## config.mk

```make
export PLATFORM = sky130hd
export DESIGN_NAME = cache_arbiter
export DESIGN_NICKNAME = d
export VERILOG_FILES = /design/src/rtl/cache_arb_pkg.sv /design/src/rtl/rr_arbiter2.sv /design/src/rtl/cache_arbiter.sv
export SDC_FILE = /design/constraint.sdc
export NUM_CORES = 1
export LEC_CHECK = 0
export CAP_MARGIN = 40
export CORE_MARGIN = 3
export CORE_UTILIZATION = 56
export CTS_CLUSTER_DIAMETER = 100
export DETAILED_ROUTE_END_ITERATION = 8
export DONT_BUFFER_PORTS = 1
export GPL_ROUTABILITY_DRIVEN = 0
export PLACE_DENSITY = 0.73
export SLEW_MARGIN = 25
export SYNTH_ARGS = -nofsm -noshare
export SYNTH_HDL_FRONTEND = slang
export SYNTH_HIERARCHICAL = 1
export SYNTH_SLANG_ARGS = --single-unit
```

## constraint.sdc

```tcl
create_clock -name clock -period 1.75 [get_ports clock]
set_input_delay 0 -clock clock [delete_from_list [all_inputs] [get_ports clock]]
set_output_delay 0 -clock clock [all_outputs]
set_load 0.05 [all_outputs]
```

## src/rtl/cache_arb_pkg.sv

```systemverilog
// cache_arb_pkg: shared types and constants for the two-port cache arbiter.
//   - arb_state_t : sequencer states (IDLE, ISSUE, WAIT, RESP)
//   - *_DEF       : default widths / latency used by cache_arbiter parameters
//   - cache_req_t : request bundle {index, tag, data, mode} at default widths
//   - lat_done()  : terminal-count compare for the cache latency counter
package cache_arb_pkg;

  localparam int IDX_W_DEF     = 2;
  localparam int TAG_W_DEF     = 8;
  localparam int DATA_W_DEF    = 8;
  localparam int CACHE_LAT_DEF = 1;
  localparam int LAT_CNT_W     = 4;

  typedef enum logic [1:0] {
    ST_IDLE  = 2'd0,
    ST_ISSUE = 2'd1,
    ST_WAIT  = 2'd2,
    ST_RESP  = 2'd3
  } arb_state_t;

  typedef struct packed {
    logic [IDX_W_DEF-1:0]  index;
    logic [TAG_W_DEF-1:0]  tag;
    logic [DATA_W_DEF-1:0] data;
    logic                  mode;   // 1 = write, 0 = read
  } cache_req_t;

  // True on the last WAIT cycle; the counter starts at 0 in the first WAIT cycle.
  function automatic logic lat_done(input logic [LAT_CNT_W-1:0] cnt,
                                    input int unsigned          lat);
    return cnt == LAT_CNT_W'(lat - 1);
  endfunction

endpackage

```

## src/rtl/rr_arbiter2.sv

```systemverilog
// rr_arbiter2: combinational two-requester grant.
// Ports:
//   valid0, valid1 : request valids from port 0 / port 1
//   last_grant     : port that won the previous accept (0 or 1)
//   grant0, grant1 : one-hot (or zero) grant
// Build option: CACHE_ARB_RR_EN defined -> a conflict goes to the port that
// did not win last time; undefined -> port 0 always wins a conflict and
// last_grant is ignored.
module rr_arbiter2 (
  input  logic valid0,
  input  logic valid1,
  input  logic last_grant,
  output logic grant0,
  output logic grant1
);

`ifndef CACHE_ARB_RR_EN
  logic unused_last_grant;
  assign unused_last_grant = last_grant;
`endif

  always_comb begin
    grant0 = 1'b0;
    grant1 = 1'b0;
    if (valid0 && valid1) begin
`ifdef CACHE_ARB_RR_EN
      if (last_grant) grant0 = 1'b1;
      else            grant1 = 1'b1;
`else
      grant0 = 1'b1;
`endif
    end else begin
      grant0 = valid0;
      grant1 = valid1;
    end
  end

endmodule

```

## src/rtl/cache_arbiter.sv

```systemverilog
// cache_arbiter: two-port access arbiter / sequencer in front of the 2-way
// set-associative cache. One request at a time is issued to the cache, the
// cache latency is waited out, and c_rdata is returned on a tagged response.
//
// Ports:
//   clock, reset_n                 : clock, async active-low reset
//   rN_valid/rN_ready              : request handshake, port N (N = 0, 1)
//   rN_index/tag/data/mode         : request fields (mode 1 = write)
//   rsp_valid/rsp_ready            : response handshake
//   rsp_id, rsp_data               : originating port, captured cache data
//   c_en                           : one-cycle access strobe (ISSUE)
//   c_index/c_tag/c_data/c_mode    : cache inputs, held until next accept
//   c_rdata                        : cache data_out
//
// Build option: CACHE_ARB_RR_EN (round-robin on conflict; else port 0 priority).
//
// state | meaning
// ------+------------------------------------------------------------
// IDLE  | ready offered to the granted port; accept latches the request
// ISSUE | c_en high, cache inputs driven from the hold register
// WAIT  | lat_cnt counts cache latency; c_rdata captured on last cycle
// RESP  | rsp_valid held with stable id/data until rsp_ready
module cache_arbiter
  import cache_arb_pkg::*;
#(
  parameter int IDX_W     = IDX_W_DEF,
  parameter int TAG_W     = TAG_W_DEF,
  parameter int DATA_W    = DATA_W_DEF,
  parameter int CACHE_LAT = CACHE_LAT_DEF
) (
  input  logic              clock,
  input  logic              reset_n,

  input  logic              r0_valid,
  output logic              r0_ready,
  input  logic [IDX_W-1:0]  r0_index,
  input  logic [TAG_W-1:0]  r0_tag,
  input  logic [DATA_W-1:0] r0_data,
  input  logic              r0_mode,

  input  logic              r1_valid,
  output logic              r1_ready,
  input  logic [IDX_W-1:0]  r1_index,
  input  logic [TAG_W-1:0]  r1_tag,
  input  logic [DATA_W-1:0] r1_data,
  input  logic              r1_mode,

  output logic              rsp_valid,
  input  logic              rsp_ready,
  output logic              rsp_id,
  output logic [DATA_W-1:0] rsp_data,

  output logic              c_en,
  output logic [IDX_W-1:0]  c_index,
  output logic [TAG_W-1:0]  c_tag,
  output logic [DATA_W-1:0] c_data,
  output logic              c_mode,
  input  logic [DATA_W-1:0] c_rdata
);

  arb_state_t           state_q, state_d;
  logic [LAT_CNT_W-1:0] lat_cnt_q;
  logic                 last_grant_q;
  logic                 hold_id_q;
  logic                 grant0, grant1;
  logic                 accept;
  logic                 lat_last;

  rr_arbiter2 u_arb (
    .valid0     (r0_valid),
    .valid1     (r1_valid),
    .last_grant (last_grant_q),
    .grant0     (grant0),
    .grant1     (grant1)
  );

  assign r0_ready  = (state_q == ST_IDLE) && grant0;
  assign r1_ready  = (state_q == ST_IDLE) && grant1;
  assign accept    = (r0_valid && r0_ready) || (r1_valid && r1_ready);
  assign lat_last  = lat_done(lat_cnt_q, CACHE_LAT);
  assign c_en      = (state_q == ST_ISSUE);
  assign rsp_valid = (state_q == ST_RESP);

  always_comb begin
    state_d = state_q;
    unique case (state_q)
      ST_IDLE:  if (accept)    state_d = ST_ISSUE;
      ST_ISSUE:                state_d = ST_WAIT;
      ST_WAIT:  if (lat_last)  state_d = ST_RESP;
      ST_RESP:  if (rsp_ready) state_d = ST_IDLE;
      default:                 state_d = ST_IDLE;
    endcase
  end

  // The c_* outputs double as the hold register: they are loaded on accept
  // and stay put until the next accept, so the cache sees stable inputs.
  always_ff @(posedge clock or negedge reset_n) begin
    if (!reset_n) begin
      state_q      <= ST_IDLE;
      lat_cnt_q    <= '0;
      last_grant_q <= 1'b1;
      hold_id_q    <= 1'b0;
      c_index      <= '0;
      c_tag        <= '0;
      c_data       <= '0;
      c_mode       <= 1'b0;
      rsp_id       <= 1'b0;
      rsp_data     <= '0;
    end else begin
      state_q <= state_d;

      if (accept) begin
        c_index      <= grant1 ? r1_index : r0_index;
        c_tag        <= grant1 ? r1_tag   : r0_tag;
        c_data       <= grant1 ? r1_data  : r0_data;
        c_mode       <= grant1 ? r1_mode  : r0_mode;
        hold_id_q    <= grant1;
        last_grant_q <= grant1;
      end

      if (state_q == ST_WAIT) begin
        if (lat_last) begin
          lat_cnt_q <= '0;
          rsp_data  <= c_rdata;
          rsp_id    <= hold_id_q;
        end else begin
          lat_cnt_q <= lat_cnt_q + LAT_CNT_W'(1);
        end
      end
    end
  end

endmodule

```

# == After elaboration in Yosys (flattened, before gate mapping) ==
# Cells that the tools add are included.
# classes
add_sub_neg,1
eq_ne,6
n_mux,11
n_reduce_logical,10
# ops
op,count
two-way mux 8 bit,2
two-way mux 2 bit,4
case mux 2 bit (4 select lines),1
logical AND 1 bit,5
adder 4 x 1 -> 4 bit (second input constant),1
equality test 2 bit (second input constant),2
logical NOT 4 bit,1
two-way mux 4 bit,1
inequality test 2 bit (second input constant),2
two-way mux 1 bit,3
AND reduction 3 bit,1
equality test 2 x 1 -> 1 bit (second input constant),1
logical NOT 2 bit,1
inequality test 2 x 1 -> 1 bit (second input constant),1
AND reduction 2 bit,1
logical OR 1 bit,1
# word_totals
regBits,35
out_inout_bits,32
elab_cells,37

# == Longest topological paths before layout ==
# logic_depth
ltp_word,7
depth_mapped,7
ltp_nobuf,5

# == By module ==
# The synthesis kept the hierarchy.
# by_module_without_submodules
mod,instances,cells_each,area_each_um2,seq_area_each_um2
cache_arbiter,1,148,1727.9,902.1
rr_arbiter2,1,2,10.0,0.0

# == Least setup slack after synthesis ==
# Ideal clock, no wire load.
# synth_timing
path_kind,reg-to-reg
start,register lat_cnt_q[0]
end,register state_q[1]
setup_ps,128
t_arrival_ps,1561
required_time_ps,1622
path_slack_ps,62
path_stages_with_launch,6
path_buffers,0
synth_period_minus_slack_ps,1688
cell_sequence,dfrtp_1 inv_1 ha_1 or3b_4 a221oi_2 mux2_1
# synth_between
elab_chain_cells,3
# synth_rtl
item,line,source
start: declaration,cache_arbiter.sv:62,logic [LAT_CNT_W-1:0] lat_cnt_q;
start signal: assignment,cache_arbiter.sv:127,lat_cnt_q <= lat_cnt_q + LAT_CNT_W'(1);
logical NOT 4 bit,cache_arb_pkg.sv:31,return cnt == LAT_CNT_W'(lat - 1);
inequality test 2 bit (no source line),--,
AND reduction 3 bit (no source line),--,
end signal: assignment,cache_arbiter.sv:110,state_q <= state_d;
end: declaration,cache_arbiter.sv:61,"arb_state_t state_q, state_d;"
# Every way passes these cells.
# A chain may end at the register's enable or synchronous reset.

# == Final worst setup path ==
# layout_timing
start,register lat_cnt_q[1]
end,register state_q[1]
# The elaborated chain is that of the path after synthesis.

==> flow_summary.json <==
{
  "status": "finished, violations left",
  "violations": "negative setup slack",
  "leakage_uw": 0.00104,
  "drc": 0,
  "viasPerCell": 6.03,
  "drive_above_1_share_pct": 21.4,
  "grt_pass1_vias": 1505,
  "worst_slew_pin_slew_ns": 0.497,
  "slew_headroom_pct": 66.9,
  "syn_area_per_cell_um2": 11.5,
  "routed_wl_mm": 4.55,
  "num_vias": 1429,
  "cts.sinks": 35,
  "layout_commonest_cell": "dlygate4sd3_1",
  "routed-wl-met3_um": 287,
  "pre_cts_ws_ns": -0.0213,
  "irDropWorstVdd_mv": 1.24,
  "die-width_um": 61.1,
  "clk_pin_slew_worst_paths_ns": 0.11,
  "setup_ws_ns": -0.0376,
  "max_freq_mhz": 559,
  "dp_cells": 177,
  "finalCritPeriodShare_pct": 102,
  "top_layer": "met4",
  "placementRows": 19,
  "syn-cell-area_um2": 1700,
  "met1Wirelength_mm": 1.62,
  "hold_class": "input pin to asynchronous set/reset pin",
  "antenna_cells": 0,
  "required_ns": 1.99,
  "internal_power_uw": 2160,
  "post-route-min-period_ns": 1.79,
  "r2r_start": "lat_cnt_q[1]$_DFFE_PN0N_",
  "die_h_um": 61.1,
  "comb_power_share_pct": 32.4,
  "portBuffers": 0,
  "fp.dieArea_um2": 3730,
  "cp-startpoint": "lat_cnt_q[1]$_DFFE_PN0N_",
  "drt_iter0_drc": 75,
  "tns_ns": -0.0376,
  "clkPwrFrac_pct": 12.9,
  "syn-num-nets": 205,
  "clk_latency_ns": 0.34,
  "met2_length_mm": 2.52,
  "antenna_found_initial": 0,
  "wl_per_cell_um": 19.2,
  "cp_max_fo": 4,
  "rsz0062_at_grt": "yes",
  "startpoint_type": "flip-flop",
  "start_util_pct": 60.1,
  "ant_nets": 0,
  "slew_violations": 0,
  "worst_clock_skew_ns": 0.00560,
  "seq_power_share_pct": 54.8,
  "syn_to_final_growth_pct": 44.2,
  "grt_max_degree": 36,
  "h-tree-depth": 2,
  "cap_violations": 0,
  "cts_buffers": 5,
  "p_switching_uw": 2440,
  "synth_cells": 148,
  "final-setup-viol-count": 1,
  "core_um2": 2830,
  "io_pins": 83,
  "critical_path_arrival_ns": 2.03,
  "layout_common_cells": "dlygate4sd3_1, dfrtp_1, mux2i_1, a21oi_1, a31oi_1",
  "final_nets": 262,
  "stdcell_count": 237,
  "crit_type": "flip-flop to flip-flop",
  "clk_path_buf_depth": 2,
  "dpl.hpwl_mm": 2.38,
  "p_per_area_nw_per_um2": 1880,
  "switching_share_pct": 53.0,
  "clock-root-buffer": "clkbuf_4",
  "grt_overflow": 0,
  "yosysWarnings": 6,
  "dr.pass1.iters": 4,
  "cts_tree": "built",
  "grt_pass1_wl_mm": 6.74,
  "final-hold-violation-count": 0,
  "critPathCaptureType": "flip-flop",
  "grt.total_usage_pct": 25.1
}
## sequential cells by signal, summed over array words and instances, names as in the netlist
name,count
c_index,2
rsp_id,1
c_tag,8
rsp_data,8
state_q,2
c_data,8
hold_id_q,1
lat_cnt_q,4
c_mode,1
## path summary, 6_finish.rpt
kind | end | slack, ns | cells after the start
setup reg to reg | state_q[1]$_DFFE_PN0P_ | -0.04 | 5
setup / recovery | state_q[1]$_DFFE_PN0P_ | -0.04 | 5
max in group asynchronous | c_index[1]$_DFFE_PN0P_ | 1.48 | 2
hold / removal | rsp_data[4]$_DFFE_PN0P_ | 0.09 | 2
min in group clock | hold_id_q$_DFFE_PN0P_ | 0.11 | 3
hold reg to reg | lat_cnt_q[3]$_DFFE_PN0N_ | 0.50 | 1
## through the flow
step                utilization (%)  hold WS [ns]  power (uW)  instance area [um2]
floorplan                         -        -0.296        3400                 1700
global route                   86.7        0.0650        4820                 2450
CTS                            84.3        0.0861        4430                 2380
detailed placement             63.5        -0.295        3720                 1800
global placement               63.5        -0.294        3650                 1800
finish                         86.7        0.0891        4600                 2450
## timing repair
| action | in CTS | in global routing |
|---|---|---|
| pin swaps | 1 | 2 |
| hold buffers | 49 | 0 |
| setup buffers | 0 | 2 |
| endpoints found under the hold margin | 63 | 0 |
| cloned | 1 | 0 |
| gates resized for setup | 0 | 12 |
| setup endpoints to repair | 12 | 12 |
## critical path, cell delays in order, from the launching register on
cell and delay [ns]:
dfrtp_1 0.43, inv_2 0.09, ha_4 0.12, or3b_4 0.43, a221oi_4 0.30, mux2_4 0.32
## layer usage
| metal | GRT usage [%] | vias to the layer above |
|---|---|---|
| li1 | - | 651 |
| met4 | 12.1 | 0 |
| met1 | 25.4 | 693 |
| met2 | 45.9 | 70 |
| met5 | 0 | - |
| met3 | 7.97 | 15 |
## final cells by class
type | count | area (um2)
Clock buffer | 5 | 37.5
Clock inverter | 3 | 43.8
Multi-Input combinational cell | 95 | 800
Inverter | 5 | 18.8
Sequential cell | 35 | 876
Tap cell | 31 | 38.8
Fill cell | 135 | 377
Timing Repair Buffer | 63 | 638
## power by group through the flow
| stage | Combinational, uW | Sequential, uW | Clock (uW) |
|---|---|---|---|
| 2_1_floorplan | 909 | 2490 | 0 |
| 6_report | 1490 | 2520 | 593 |
| 3_5_place_dp | 1190 | 2520 | 0 |
| 4_1_cts | 1320 | 2510 | 600 |
| 3_3_place_gp | 1140 | 2520 | 0 |
| 5_1_grt | 1600 | 2570 | 645 |
No activity file was read; power rests on OpenSTA's default activity.
